$ cat config.mk
export PLATFORM = sky130hd
export DESIGN_NAME = ddr3_init_refresh_sequencer_flat
export DESIGN_NICKNAME = d
export VERILOG_FILES = /design/src/rtl/ddr3_init_refresh_sequencer_if.sv /design/src/rtl/ddr3_init_refresh_sequencer.sv /design/src/flat_wrapper.sv
export SDC_FILE = /design/constraint.sdc
export NUM_CORES = 1
export LEC_CHECK = 0
export CORE_MARGIN = 5
export CORE_UTILIZATION = 43
export DETAILED_ROUTE_END_ITERATION = 8
export DONT_BUFFER_PORTS = 1
export GPL_TIMING_DRIVEN = 0
export PLACE_DENSITY = 0.63
export SETUP_SLACK_MARGIN = 0.15
export SLEW_MARGIN = 20
export SYNTH_ARGS = -nofsm -noshare
export SYNTH_HDL_FRONTEND = slang
export SYNTH_SLANG_ARGS = --single-unit
$ cat constraint.sdc
create_clock -name clk_i -period 4.3 [get_ports clk_i]
set_clock_uncertainty 0.1 [all_clocks]
set_input_delay 0.645 -clock clk_i [delete_from_list [all_inputs] [get_ports clk_i]]
set_output_delay 0.645 -clock clk_i [all_outputs]
set_load 0.05 [all_outputs]
$ cat src/rtl/ddr3_init_refresh_sequencer_if.sv
// Upstream scheduler command channel into the DDR3 init/refresh sequencer.
// The scheduler is the master; the sequencer is the slave and owns cmd_ready.
interface ddr3_init_refresh_sequencer_if #(
    parameter int unsigned ROW_WIDTH  = 13,
    parameter int unsigned BANK_WIDTH = 3
);
    logic                  cmd_valid;
    logic                  cmd_ready;
    logic                  ras_n;
    logic                  cas_n;
    logic                  we_n;
    logic [BANK_WIDTH-1:0] ba;
    logic [ROW_WIDTH-1:0]  addr;
    logic                  odt;
    logic                  idle;

    modport master (
        output cmd_valid, ras_n, cas_n, we_n, ba, addr, odt, idle,
        input  cmd_ready
    );

    modport slave (
        input  cmd_valid, ras_n, cas_n, we_n, ba, addr, odt, idle,
        output cmd_ready
    );
endinterface

$ cat src/rtl/ddr3_init_refresh_sequencer.sv
// Owns the DDR3 command pins: power-up/MRS/ZQCL init, periodic PREA+REF, and a one-cycle
// registered pass-through of upstream commands while idle.
module ddr3_init_refresh_sequencer #(
    parameter int unsigned         ROW_WIDTH   = 13,
    parameter int unsigned         BANK_WIDTH  = 3,
    parameter int unsigned         T_RESET_CYC = 40000,
    parameter int unsigned         T_CKE_CYC   = 100000,
    parameter int unsigned         T_XPR       = 72,
    parameter int unsigned         T_MRD       = 4,
    parameter int unsigned         T_MOD       = 12,
    parameter int unsigned         T_ZQINIT    = 512,
    parameter int unsigned         T_RP        = 6,
    parameter int unsigned         T_RFC       = 44,
    parameter int unsigned         T_REFI      = 3120,
    parameter logic [ROW_WIDTH-1:0] MR0        = '0,
    parameter logic [ROW_WIDTH-1:0] MR1        = '0,
    parameter logic [ROW_WIDTH-1:0] MR2        = '0,
    parameter logic [ROW_WIDTH-1:0] MR3        = '0
) (
    input  logic                       clk_i,
    input  logic                       rst_ni,
    ddr3_init_refresh_sequencer_if.slave usr_io,
    output logic                       ddr_reset_n_o,
    output logic                       ddr_cke_o,
    output logic                       ddr_cs_n_o,
    output logic                       ddr_ras_n_o,
    output logic                       ddr_cas_n_o,
    output logic                       ddr_we_n_o,
    output logic                       ddr_odt_o,
    output logic [BANK_WIDTH-1:0]      ddr_ba_o,
    output logic [ROW_WIDTH-1:0]       ddr_addr_o,
    output logic                       init_done_o,
    output logic                       refresh_pending_o,
    output logic                       refresh_overrun_o
);
    function automatic int unsigned max2(input int unsigned a, input int unsigned b);
        return (a > b) ? a : b;
    endfunction

    localparam int unsigned MaxWait = max2(max2(max2(T_RESET_CYC, T_CKE_CYC), max2(T_XPR, T_MRD)),
                                           max2(max2(T_MOD, T_ZQINIT), max2(T_RP, T_RFC)));
    localparam int unsigned TimerW  = max2($clog2(MaxWait + 1), 1);
    localparam int unsigned RefW    = max2($clog2(T_REFI), 1);

    typedef enum logic [3:0] {
        StRstHold, StCkeWait, StXprWait, StMrsWait, StZqWait,
        StIdle, StDrain, StRpWait, StRfcWait
    } state_e;

    state_e                state_q, state_d;
    logic [TimerW-1:0]     timer_q, timer_d;
    logic [2:0]            mrs_cnt_q, mrs_cnt_d;
    logic [RefW-1:0]       ref_cnt_q, ref_cnt_d;
    logic                  init_done_q, init_done_d;
    logic                  pending_q, pending_d;
    logic                  overrun_q, overrun_d;
    logic                  reset_n_q, reset_n_d, cke_q, cke_d;
    logic                  cs_n_q, cs_n_d, ras_n_q, ras_n_d, cas_n_q, cas_n_d, we_n_q, we_n_d;
    logic                  odt_q, odt_d;
    logic [BANK_WIDTH-1:0] ba_q, ba_d, mrs_ba;
    logic [ROW_WIDTH-1:0]  addr_q, addr_d, mrs_val;
    logic                  timer_zero, ref_issue, ref_expire, usr_ready;

    // MRS order is MR2, MR3, MR1, MR0; BA carries the register index.
    always_comb begin
        mrs_ba  = '0;
        mrs_val = '0;
        unique case (mrs_cnt_q[1:0])
            2'd0: begin mrs_ba = BANK_WIDTH'(2); mrs_val = MR2; end
            2'd1: begin mrs_ba = BANK_WIDTH'(3); mrs_val = MR3; end
            2'd2: begin mrs_ba = BANK_WIDTH'(1); mrs_val = MR1; end
            2'd3: begin mrs_ba = BANK_WIDTH'(0); mrs_val = MR0; end
        endcase
    end

    always_comb begin
        state_d     = state_q;
        timer_d     = timer_q;
        mrs_cnt_d   = mrs_cnt_q;
        init_done_d = init_done_q;
        reset_n_d   = reset_n_q;
        cke_d       = cke_q;
        cs_n_d      = 1'b0;
        ras_n_d     = 1'b1;
        cas_n_d     = 1'b1;
        we_n_d      = 1'b1;
        ba_d        = '0;
        addr_d      = '0;
        odt_d       = 1'b0;
        ref_issue   = 1'b0;
        usr_ready   = 1'b0;
        timer_zero  = (timer_q == '0);
        if (!timer_zero) timer_d = timer_q - TimerW'(1);

        unique case (state_q)
            StRstHold: begin
                cs_n_d = 1'b1;
                if (timer_zero) begin
                    state_d   = StCkeWait;
                    timer_d   = TimerW'(T_CKE_CYC - 1);
                    reset_n_d = 1'b1;
                end
            end
            StCkeWait: begin
                cs_n_d = !timer_zero;
                if (timer_zero) begin
                    state_d = StXprWait;
                    timer_d = TimerW'(T_XPR - 1);
                    cke_d   = 1'b1;
                end
            end
            StXprWait, StMrsWait: begin
                if (timer_zero) begin
                    if (mrs_cnt_q == 3'd4) begin
                        {ras_n_d, cas_n_d, we_n_d} = 3'b110;
                        addr_d[10] = 1'b1;
                        state_d    = StZqWait;
                        timer_d    = TimerW'(T_ZQINIT - 1);
                    end else begin
                        {ras_n_d, cas_n_d, we_n_d} = 3'b000;
                        ba_d      = mrs_ba;
                        addr_d    = mrs_val;
                        mrs_cnt_d = mrs_cnt_q + 3'd1;
                        state_d   = StMrsWait;
                        timer_d   = (mrs_cnt_q == 3'd3) ? TimerW'(T_MOD - 1) : TimerW'(T_MRD - 1);
                    end
                end
            end
            StZqWait: begin
                if (timer_zero) begin
                    state_d     = StIdle;
                    init_done_d = 1'b1;
                end
            end
            StIdle: begin
                usr_ready = !pending_q;
                odt_d     = usr_io.odt;
                if (pending_q) begin
                    state_d = StDrain;
                end else if (usr_io.cmd_valid) begin
                    ras_n_d = usr_io.ras_n;
                    cas_n_d = usr_io.cas_n;
                    we_n_d  = usr_io.we_n;
                    ba_d    = usr_io.ba;
                    addr_d  = usr_io.addr;
                end
            end
            StDrain: begin
                if (usr_io.idle) begin
                    {ras_n_d, cas_n_d, we_n_d} = 3'b010;
                    addr_d[10] = 1'b1;
                    state_d    = StRpWait;
                    timer_d    = TimerW'(T_RP - 1);
                end
            end
            StRpWait: begin
                if (timer_zero) begin
                    {ras_n_d, cas_n_d, we_n_d} = 3'b001;
                    ref_issue = 1'b1;
                    state_d   = StRfcWait;
                    timer_d   = TimerW'(T_RFC - 1);
                end
            end
            StRfcWait: begin
                if (timer_zero) state_d = StIdle;
            end
            default: state_d = StRstHold;
        endcase
    end

    // A new expiry wins over the REF that clears the old one; no second refresh is queued.
    always_comb begin
        ref_expire = init_done_q && (ref_cnt_q == RefW'(T_REFI - 1));
        ref_cnt_d  = ref_cnt_q;
        if (init_done_q) ref_cnt_d = ref_expire ? '0 : ref_cnt_q + RefW'(1);
        pending_d  = ref_expire ? 1'b1 : (ref_issue ? 1'b0 : pending_q);
        overrun_d  = overrun_q | (ref_expire & pending_q & !ref_issue);
    end

    always_ff @(posedge clk_i or negedge rst_ni) begin
        if (!rst_ni) begin
            state_q     <= StRstHold;
            timer_q     <= TimerW'(T_RESET_CYC - 1);
            mrs_cnt_q   <= '0;
            ref_cnt_q   <= '0;
            init_done_q <= 1'b0;
            pending_q   <= 1'b0;
            overrun_q   <= 1'b0;
            reset_n_q   <= 1'b0;
            cke_q       <= 1'b0;
            cs_n_q      <= 1'b1;
            ras_n_q     <= 1'b1;
            cas_n_q     <= 1'b1;
            we_n_q      <= 1'b1;
            odt_q       <= 1'b0;
            ba_q        <= '0;
            addr_q      <= '0;
        end else begin
            state_q     <= state_d;
            timer_q     <= timer_d;
            mrs_cnt_q   <= mrs_cnt_d;
            ref_cnt_q   <= ref_cnt_d;
            init_done_q <= init_done_d;
            pending_q   <= pending_d;
            overrun_q   <= overrun_d;
            reset_n_q   <= reset_n_d;
            cke_q       <= cke_d;
            cs_n_q      <= cs_n_d;
            ras_n_q     <= ras_n_d;
            cas_n_q     <= cas_n_d;
            we_n_q      <= we_n_d;
            odt_q       <= odt_d;
            ba_q        <= ba_d;
            addr_q      <= addr_d;
        end
    end

    assign usr_io.cmd_ready  = usr_ready;
    assign ddr_reset_n_o     = reset_n_q;
    assign ddr_cke_o         = cke_q;
    assign ddr_cs_n_o        = cs_n_q;
    assign ddr_ras_n_o       = ras_n_q;
    assign ddr_cas_n_o       = cas_n_q;
    assign ddr_we_n_o        = we_n_q;
    assign ddr_odt_o         = odt_q;
    assign ddr_ba_o          = ba_q;
    assign ddr_addr_o        = addr_q;
    assign init_done_o       = init_done_q;
    assign refresh_pending_o = pending_q;
    assign refresh_overrun_o = overrun_q;
endmodule
$ cat src/flat_wrapper.sv
// flat-port wrapper written by rule: the top's interface ports become plain ports
module ddr3_init_refresh_sequencer_flat 
#(
    parameter int unsigned         ROW_WIDTH   = 13,
    parameter int unsigned         BANK_WIDTH  = 3,
    parameter int unsigned         T_RESET_CYC = 40000,
    parameter int unsigned         T_CKE_CYC   = 100000,
    parameter int unsigned         T_XPR       = 72,
    parameter int unsigned         T_MRD       = 4,
    parameter int unsigned         T_MOD       = 12,
    parameter int unsigned         T_ZQINIT    = 512,
    parameter int unsigned         T_RP        = 6,
    parameter int unsigned         T_RFC       = 44,
    parameter int unsigned         T_REFI      = 3120,
    parameter logic [ROW_WIDTH-1:0] MR0        = '0,
    parameter logic [ROW_WIDTH-1:0] MR1        = '0,
    parameter logic [ROW_WIDTH-1:0] MR2        = '0,
    parameter logic [ROW_WIDTH-1:0] MR3        = '0
)
  (clk_i, rst_ni, ddr_reset_n_o, ddr_cke_o, ddr_cs_n_o, ddr_ras_n_o, ddr_cas_n_o, ddr_we_n_o, ddr_odt_o, ddr_ba_o, ddr_addr_o, init_done_o, refresh_pending_o, refresh_overrun_o, usr_io_cmd_valid, usr_io_ras_n, usr_io_cas_n, usr_io_we_n, usr_io_ba, usr_io_addr, usr_io_odt, usr_io_idle, usr_io_cmd_ready);
  ddr3_init_refresh_sequencer_if #(.ROW_WIDTH(ROW_WIDTH), .BANK_WIDTH(BANK_WIDTH)) usr_io_i ();
  input  logic clk_i;
  input  logic rst_ni;
  output logic ddr_reset_n_o;
  output logic ddr_cke_o;
  output logic ddr_cs_n_o;
  output logic ddr_ras_n_o;
  output logic ddr_cas_n_o;
  output logic ddr_we_n_o;
  output logic ddr_odt_o;
  output logic [BANK_WIDTH-1:0] ddr_ba_o;
  output logic [ROW_WIDTH-1:0] ddr_addr_o;
  output logic init_done_o;
  output logic refresh_pending_o;
  output logic refresh_overrun_o;
  input wire logic [$bits(usr_io_i.cmd_valid)-1:0] usr_io_cmd_valid;
  input wire logic [$bits(usr_io_i.ras_n)-1:0] usr_io_ras_n;
  input wire logic [$bits(usr_io_i.cas_n)-1:0] usr_io_cas_n;
  input wire logic [$bits(usr_io_i.we_n)-1:0] usr_io_we_n;
  input wire logic [$bits(usr_io_i.ba)-1:0] usr_io_ba;
  input wire logic [$bits(usr_io_i.addr)-1:0] usr_io_addr;
  input wire logic [$bits(usr_io_i.odt)-1:0] usr_io_odt;
  input wire logic [$bits(usr_io_i.idle)-1:0] usr_io_idle;
  output wire logic [$bits(usr_io_i.cmd_ready)-1:0] usr_io_cmd_ready;
  assign usr_io_i.cmd_valid = usr_io_cmd_valid;
  assign usr_io_i.ras_n = usr_io_ras_n;
  assign usr_io_i.cas_n = usr_io_cas_n;
  assign usr_io_i.we_n = usr_io_we_n;
  assign usr_io_i.ba = usr_io_ba;
  assign usr_io_i.addr = usr_io_addr;
  assign usr_io_i.odt = usr_io_odt;
  assign usr_io_i.idle = usr_io_idle;
  assign usr_io_cmd_ready = usr_io_i.cmd_ready;
  ddr3_init_refresh_sequencer #(.ROW_WIDTH(ROW_WIDTH), .BANK_WIDTH(BANK_WIDTH), .T_RESET_CYC(T_RESET_CYC), .T_CKE_CYC(T_CKE_CYC), .T_XPR(T_XPR), .T_MRD(T_MRD), .T_MOD(T_MOD), .T_ZQINIT(T_ZQINIT), .T_RP(T_RP), .T_RFC(T_RFC), .T_REFI(T_REFI), .MR0(MR0), .MR1(MR1), .MR2(MR2), .MR3(MR3)) u_core (.clk_i(clk_i), .rst_ni(rst_ni), .usr_io(usr_io_i), .ddr_reset_n_o(ddr_reset_n_o), .ddr_cke_o(ddr_cke_o), .ddr_cs_n_o(ddr_cs_n_o), .ddr_ras_n_o(ddr_ras_n_o), .ddr_cas_n_o(ddr_cas_n_o), .ddr_we_n_o(ddr_we_n_o), .ddr_odt_o(ddr_odt_o), .ddr_ba_o(ddr_ba_o), .ddr_addr_o(ddr_addr_o), .init_done_o(init_done_o), .refresh_pending_o(refresh_pending_o), .refresh_overrun_o(refresh_overrun_o));
endmodule
Word level (Yosys, flattened, before mapping)
Index checks and enable logic that the tools add are counted.

storage, ports and cells
  output and inout bits = 27
  input bits = 24
  latch bits = 0
  logic and storage cells = 116
  ROM bits = 0
  memories kept = 0
  bits in writable memories = 0
  register bits = 62

cells by class
  magnitude comparators = 0
  $mul = 0
  multiplexer cells = 56
  $add $sub $neg = 3
  eq/ne operators = 21
  bitwise gates (word level) = 4
  div/mod/pow operators = 0
  reduce and logical (&&, ||, !) cells = 16
  shifts and indexed selects = 0

operators by type and width
  cell                                                count
  two-way mux 17 bit                                  7
  one-hot mux 17 bit (5 select lines)                 1
  two-way mux 13 bit                                  4
  two-way mux 4 bit                                   8
  one-hot mux 4 bit (7 select lines)                  1
  one-hot mux 10 bit (2 select lines)                 1
  two-way mux 1 bit                                   18
  zero test 17 bit                                    1
  subtractor 17 x 1 -> 17 bit, second input constant  1
  == test 4 x 3 -> 1 bit, second input constant       4
  two-way mux 3 bit                                   5
  adder 12 x 1 -> 12 bit, second input constant       1
  == test 12 bit, second input constant               1
  two-way mux 12 bit                                  1
  != test 2 x 1 -> 1 bit, second input constant       6
  one-hot mux 3 bit (4 select lines)                  1
  two-way mux 10 bit                                  1
  one-hot mux 1 bit (3 select lines)                  3
  == test 4 x 2 -> 1 bit, second input constant       2
  AND reduction 7 bit                                 1
  one-hot mux 3 bit (2 select lines)                  1
  AND reduction 2 bit                                 3
  == test 2 bit, second input constant                2
  == test 4 x 1 -> 1 bit, second input constant       1
  21 further kinds                                    25

Depth between registers and ports, before layout
  depth in word-level cells = 6
  gate-level depth with buffers = 8
  mapped depth without buffers = 8

Worst setup path after synthesis
OpenSTA, ideal clock, no wires.

  kind = reg-to-output
  start point = register u_core.state_q[2]
  end point = output usr_io_cmd_ready
  stages on the path, launching flop included = 6
  data required time = 3.555 ns
  data arrival time = 1.655 ns
  slack = 1.900 ns
  buffers on the path = 2
  cells stage by stage = dfrtp_1 -> clkbuf_1 -> nor2b_1 -> clkbuf_1 -> nand2_1 -> nor2_1

on the way
  cells in the longest elaborated chain, start to end = 2

RTL lines
  element                   line                                RTL
  start: declaration        ddr3_init_refresh_sequencer.sv:50   state_e state_q, state_d;
  start signal: assignment  ddr3_init_refresh_sequencer.sv:182  state_q <= StRstHold;
  start signal: assignment  ddr3_init_refresh_sequencer.sv:199  state_q <= state_d;
  == test 4 x 3 -> 1 bit    ddr3_init_refresh_sequencer.sv:95   unique case (state_q)
  two-way mux 1 bit         ddr3_init_refresh_sequencer.sv:95
  end: declaration          flat_wrapper.sv:44                  output wire logic [$bits(usr_io_i.cmd_ready)-1:0] usr_io_cmd_ready;

Every way passes these cells.

Worst setup path in the final report
  start point = register u_core.state_q[0]
  end point = output usr_io_cmd_ready

The elaborated chain is that of the path after synthesis.

==> results.toml <==
[worst_setup_path]
required_ns = 3.56
endpoint_kind = "output pin"
critPathLaunchType = "flop"
worst-path-max-fanout = 10
cpPeakStageDelay_ns = 0.71
path_class = "flop to output pin"
cp_cell_sequence = "clkbuf_1, nor2b_1, nand2_1, nor2_1"
crit_arrival_ns = 2.43
cp_slowest_cell = "nor2_1"

[cts]
clockRootBuffer = "clkbuf_8"
clk_pin_slew_ns = 0.08
htreeDepth = 3
insertion_delay_ns = 0.36
cts_made_buffers = 9
postCtsSetupBuffers = 0
cts_tree = "yes"
cts_resized = 0
cts_sinks = 62
clockBufferDepth = 2

[pwr]
p_leak_nw = 1.53
power_density_mw_per_mm2 = 315
peakVddDrop_mv = 0.128
p_total_w = 0.00113

[die]
start_util_pct = 44.2
die_y_um = 96.6
fp.dieW_um = 96.6
die_area_mm2 = 0.00933
rows = 31
coreArea_mm2 = 0.00729
num_io_pins = 51

[drt]
finalWirelength_um = 7740
drt_iter0_drc = 174
ant_nets = 0
drc_errors = 0
drt-pass1-iter-count = 4
viasPerCell = 5.67
routedWlPerCell_um = 17.4
vias = 2516

[global_route]
grt_antenna_before_repair = 0
grtUsageTotal_pct = 16.9
grt_max_degree = 49
grt_pass1_vias = 2445
grt.overflow.total = 0
grt_pass1_wl_um = 12800

[logic_synthesis]
yosys.area_share.simple_pct = 25.4
synth_warnings = 0
ys_top_cells_by_area = "dfrtp_1 37%, dfstp_2 11%, nor2_1 3.7%, ha_1 3.1%, and2_1 2.9%"
synthMuxAreaShare_pct = 2.02
ys.flop_type = "dfrtp_1"
ys_top_cells_by_count = "48 x dfrtp_1, 32 x nor2_1, 24 x nand2_1, 15 x and2_1, 14 x dfstp_2"
postSynth.asyncResetShare_pct = 100
synth_xor_area_share_pct = 4.34
syn_inst = 326
synth_top_family_by_area = "simple AND/OR/NAND/NOR gates"
ys_seq_area_share_pct = 48.6
yosysUniqueCellTypes = 63
ys_ff_latch = 62
synth_compound_area_share_pct = 13.8
synth_edf_count = 0
syn_area_mm2 = 0.00323
synth_fa_ha_area_share_pct = 3.10
yosysMostFrequentCell = "dfrtp_1"
synth_fp_nets = 358
syn_avg_cell_area_um2 = 9.89
post-synth-top-area-fraction_pct = 37.2
synth_top_cell_by_area = "dfrtp_1"

[timing]
rsz0062_at_grt = "false"
setup_viol = 0
hold_violations = 0
fin_crit_sh_pct = 73.8
whs_ns = 0.0251
worstMarginPinSlew_ns = 0.882
fin_tns_setup_ns = 0
period_needed_ns = 3.17
slew_headroom_pct = 41.0
drv_slew = 0
max_freq_mhz = 315

[final_layout]
fin_nets = 372
multi_input_area_mm2 = 0.00157
n_antenna_cell = 0
area_growth_pct = 11.6
n_fill_cell = 688
final-seq-area_mm2 = 0.00157
finalCoreUtilization_pct = 49.4
drive_above_1_share_pct = 13.6

[place]
gp_congestion = 0.920
hpwl_um = 5310
io_buffers = 0

[status]
status = "finished clean"

[worst_hold_path]
hold_class = "input port to asynchronous set/reset pin"

[job]
maxCapViolations = 0
-- layer usage --
layer	up-vias	routed length [um]	track usage, %
met2	75	3560	25.5
li1	1200	-	-
met5	-	0	0
met3	10	500	5.40
met1	1231	3540	22.9
met4	0	132	5.83
-- area by class of cell --
| class | count | share of cell area [%] |
|---|---|---|
| multi-input combinational | 242 | 43.7 |
| sequential | 62 | 43.6 |
| clock buffer | 9 | 3.44 |
| tap | 99 | 3.44 |
| clock inverter | 7 | 2.22 |
| buffer | 13 | 1.39 |
| timing repair buffer | 3 | 1.32 |
| inverter | 9 | 0.938 |
-- worst max-delay path: cells and delay by family, from the launching register on --
family	cells	cell delay, ns
buffers and inverters	1	0.34
and+or+nand+nor	3	1.41
DFF	1	0.34
-- sequential cells by signal, summed over array words and instances, names as in the netlist, 3 cells and up --
name               cells
u_core.ddr_ba_o        3
u_core.ddr_addr_o     13
u_core.mrs_cnt_q       3
u_core.timer_q        17
u_core.ref_cnt_q      12
u_core.state_q         4
-- logic make-up after synthesis --
group	Yosys count
muxes	6
DFF	62
and+or+nand+nor	148
buffers and inverters	22
adders and majority gates	8
xor gates and xnor gates	16
AOI/OAI and AO/OA	64
-- placed cells by master (no fill, tap or decap), types with 3 or more instances in the layout --
cell / Yosys / routed
a211oi_1: 3 / 3
a21oi_1: 13 / 13
a31oi_1: 5 / 5
and2_1: 15 / 15
and3_1: 3 / 3
clkbuf_1: 12 / 12
clkbuf_8: 0 / 9
dfrtp_1: 48 / 48
dfstp_2: 14 / 14
ha_1: 8 / 8
inv_1: 9 / 9
mux2_2: 3 / 3
nand2_1: 24 / 24
nand2b_1: 9 / 9
nand3_1: 13 / 13
nand4_1: 8 / 8
nor2_1: 32 / 32
nor2b_1: 4 / 4
nor3_1: 11 / 11
nor3b_1: 3 / 3
o21ai_0: 12 / 12
o31ai_1: 3 / 3
or2_2: 3 / 3
or3_1: 6 / 6
xnor2_1: 6 / 6
xor2_1: 10 / 10
-- worst paths after layout --
check	start	end	slack (ns)	cells past startpoint
max	u_core.state_q[0]	usr_io_cmd_ready	1.13	4
min	rst_ni	u_core.timer_q[2]	0.03	0
max reg2reg	u_core.timer_q[0]	u_core.mrs_cnt_q[1]	1.64	7
min reg2reg	u_core.ref_cnt_q[9]	u_core.ref_cnt_q[9]	0.41	1
max in group asynchronous	rst_ni	u_core.ddr_cs_n_o	3.41	1
min in group clk_i	usr_io_addr[3]	u_core.ddr_addr_o[3]	0.31	1
-- per-stage QoR --
step / instance area, um2 / std cells / setup WS [ns]
CTS: 3590 / 443 / 1.15
global route: 3600 / 444 / 1.01
detailed placement: 3350 / 425 / 1.56
global placement: 3350 / 425 / 1.54
floorplan: 3230 / 326 / 1.90
finish: 3600 / 444 / 1.13
-- report_power, final --
part	leakage, nW	internal [W]	switching [W]
Clock	0.102	0.000275	0.000260
Sequential	0.808	0.000583	0
Combinational	0.620	0.00000445	0.0000102
Total	1.53	0.000863	0.000271
-- what timing repair did --
| item | in CTS | in global routing |
|---|---|---|
| endpoints found under the hold margin | 48 | 1 |
| hold buffers | 2 | 1 |
| setup endpoints to repair | 0 | 0 |
No activity file was read; power rests on OpenSTA's default activity.
==> RTL edit (same flow settings) <==
Encoding of `state_e`: now one-hot (9 bits for 9 states).
--- a/src/rtl/ddr3_init_refresh_sequencer.sv
+++ b/src/rtl/ddr3_init_refresh_sequencer.sv
@@ -44,5 +44,5 @@
 
-    typedef enum logic [3:0] {
-        StRstHold, StCkeWait, StXprWait, StMrsWait, StZqWait,
-        StIdle, StDrain, StRpWait, StRfcWait
+    typedef enum logic [8:0] {
+        StRstHold = 9'b000000001, StCkeWait = 9'b000000010, StXprWait = 9'b000000100, StMrsWait = 9'b000001000, StZqWait = 9'b000010000,
+        StIdle = 9'b000100000, StDrain = 9'b001000000, StRpWait = 9'b010000000, StRfcWait = 9'b100000000
     } state_e;
Check against the original RTL: same outputs for any inputs over 10 cycles, from zero or initial values and one cycle with rst_ni low; not proved beyond that.
==> RTL edit against the unedited design <==
Routed wire length up 11%; total power up 20%; register-to-register slack better by 0.19 ns; utilization shrank 0.21 points; worst setup slack worse by 0.067 ns; clock power up 33%; area after synthesis is 11% higher; sequential share of layout area shrank 1.2 points; worst hold slack better by 0.010 ns; via count up 12%; cell area is 11% higher; sequential cell count grew 5; largest cell class unchanged; largest power group is now clock; highest routed layer unchanged.
==> RTL edit: results (changes against the unedited design) <==
worst_hold_path_type: "input pin to async pin"
detail_route.first_pass.iterations: 4  # unchanged
worst_path_clk_slew_ns: 0.08  # about the same
critPathArrivalTime_ns: 2.49  # +0.06 ns
groute.layer.met3.usage_pct: 5.716  # +0.32 points
bufs_on_longest_clock_path: 2  # unchanged
static-leakage-power_uw: 0.001735  # +13%
crit_path_max_fanout: 10  # unchanged
drt_iter0_drc: 283  # +63%
synth_fp_nets: 397  # +11%
groute.layer.met2.usage_pct: 27.06  # +1.5 points
detail_route.wirelength_um: 8560  # +11%
antenna-diode-count: 0  # unchanged
clkLatencyLatePin_ns: 0.35
htreeDepth: 3  # unchanged
run_status: "finished, final reports clean"
detail_route.vias_per_cell: 5.809  # +2.5%
finish.net_count: 409  # +9.9%
design_power_total_uw: 1358  # +20%
crit_path_max_incr_delay_ns: 0.79  # +0.08 ns
post_synth_most_frequent_cells: "sky130_fd_sc_hd__dfrtp_1 (52), sky130_fd_sc_hd__nand2_1 (32), sky130_fd_sc_hd__nor2_1 (30)"
critical-path-top-delay-family: "simple AND/OR/NAND/NOR gates"
cts_root_buf: "sky130_fd_sc_hd__clkbuf_8"
ys_seq_area_share_pct: 47.48  # -1.2 points
buffer_ports.inserted: 0  # unchanged
grt_start_max_net_pins: 53  # +8.2%
max_slew_margin_pct: 39.34  # -1.6 points
yosys_most_used_dff: "sky130_fd_sc_hd__dfrtp_1"
met1_usage_pct: 23.22  # +0.37 points
fill_cells: 777  # +13%
registers.top_by_ff_count: "u_core.timer_q"
grt_antenna_before_repair: 0  # unchanged
drive_gt1_share_pct: 16.23  # +2.6 points
synth_cell_type_count: 59  # -6.3%
cpMaxStageDelayCell: "sky130_fd_sc_hd__nor2_1"
largest_reg_flops: 17  # unchanged
global_route.usage.total_pct: 17.35  # +0.46 points
grt_pass1_wl_um: 14060  # +10%
synthesis.yosys.warnings: 0  # unchanged
cts_inserted_buffers: 9  # unchanged
async_flop_share_pct: 100.0  # unchanged
power.ir.vdd_worst_mv: 0.1825  # +42%
yosys-top-cells-area: "sky130_fd_sc_hd__dfrtp_1 (36%), sky130_fd_sc_hd__dfstp_2 (11%), sky130_fd_sc_hd__xnor2_1 (3.7%)"
routabilityCongestion: 0.8634  # -6.2%
place_hpwl_um: 5919  # +12%
[RTL edit: area by class of cell]
cell class | instances | share of cell area (%)
inverters | 13 | 1.220
flip-flops and latches | 67 | 42.38
clock inverters | 7 | 3.660
plain buffers | 12 | 1.783
multi-input cells | 273 | 43.88
clock buffers | 9 | 3.097
repair buffers | 1 | 0.6881
well taps | 105 | 3.284
[RTL edit: kinds of logic after synthesis]
kind of cell	count (synthesis)	synth area share (%)
AOI/OAI and AO/OA	76	13.25
xor gates and xnor gates	20	4.905
adders and majority gates	8	2.803
buffers and inverters	25	3.363
DFF	67	47.48
muxes	2	0.6306
and+or+nand+nor	167	27.57
[RTL edit: final timing paths]
path                                       end           startpoint  cells after the start  slack (ns)
setup reg to reg             u_core.state_q[4]    u_core.state_q[7]                      7        1.83
hold / removal               u_core.timer_q[4]               rst_ni                      0        0.04
setup / recovery              usr_io_cmd_ready    u_core.state_q[7]                      4        1.06
hold reg to reg            u_core.ref_cnt_q[7]  u_core.ref_cnt_q[7]                      1        0.41
min in group clk_i          u_core.ddr_ras_n_o          usr_io_idle                      1        0.27
max in group asynchronous    u_core.timer_q[8]               rst_ni                      1        3.81
[RTL edit: metrics by stage]
stage          std cells  setup slack, ns  hold WS, ns  instance area (µm²)  utilization (%)
3_5_place_dp         470            1.460       0.2511                 3702            45.52
2_1_floorplan        365            1.775       0.2494                 3571                -
5_1_grt              487           0.9245     0.005516                 4000            49.18
6_report             487            1.061      0.03537                 4000            49.18
3_3_place_gp         470            1.488       0.2510                 3702            45.52
4_1_cts              487            1.075      0.02464                 4000            49.18
[RTL edit: what timing repair did]
item	in CTS	in global routing
hold buffers	1	0
gates resized for setup	0	0
hold endpoints to repair	52	0
buffers inserted	0	0
[RTL edit: metal layers]
layer  vias up  wire length, µm
li1       1337                -
met1      1375             3823
met2       105             3922
met3        12              705
met4         0              109
met5         -                0
[RTL edit: power breakdown]
part / internal (µW) / switching [µW] / leakage (µW) / total [µW]
clock: 449 / 266 / 0.000134 / 715
sequential: 630 / 0 / 0.000848 / 630
combinational: 3.07 / 9.74 / 0.000753 / 12.8
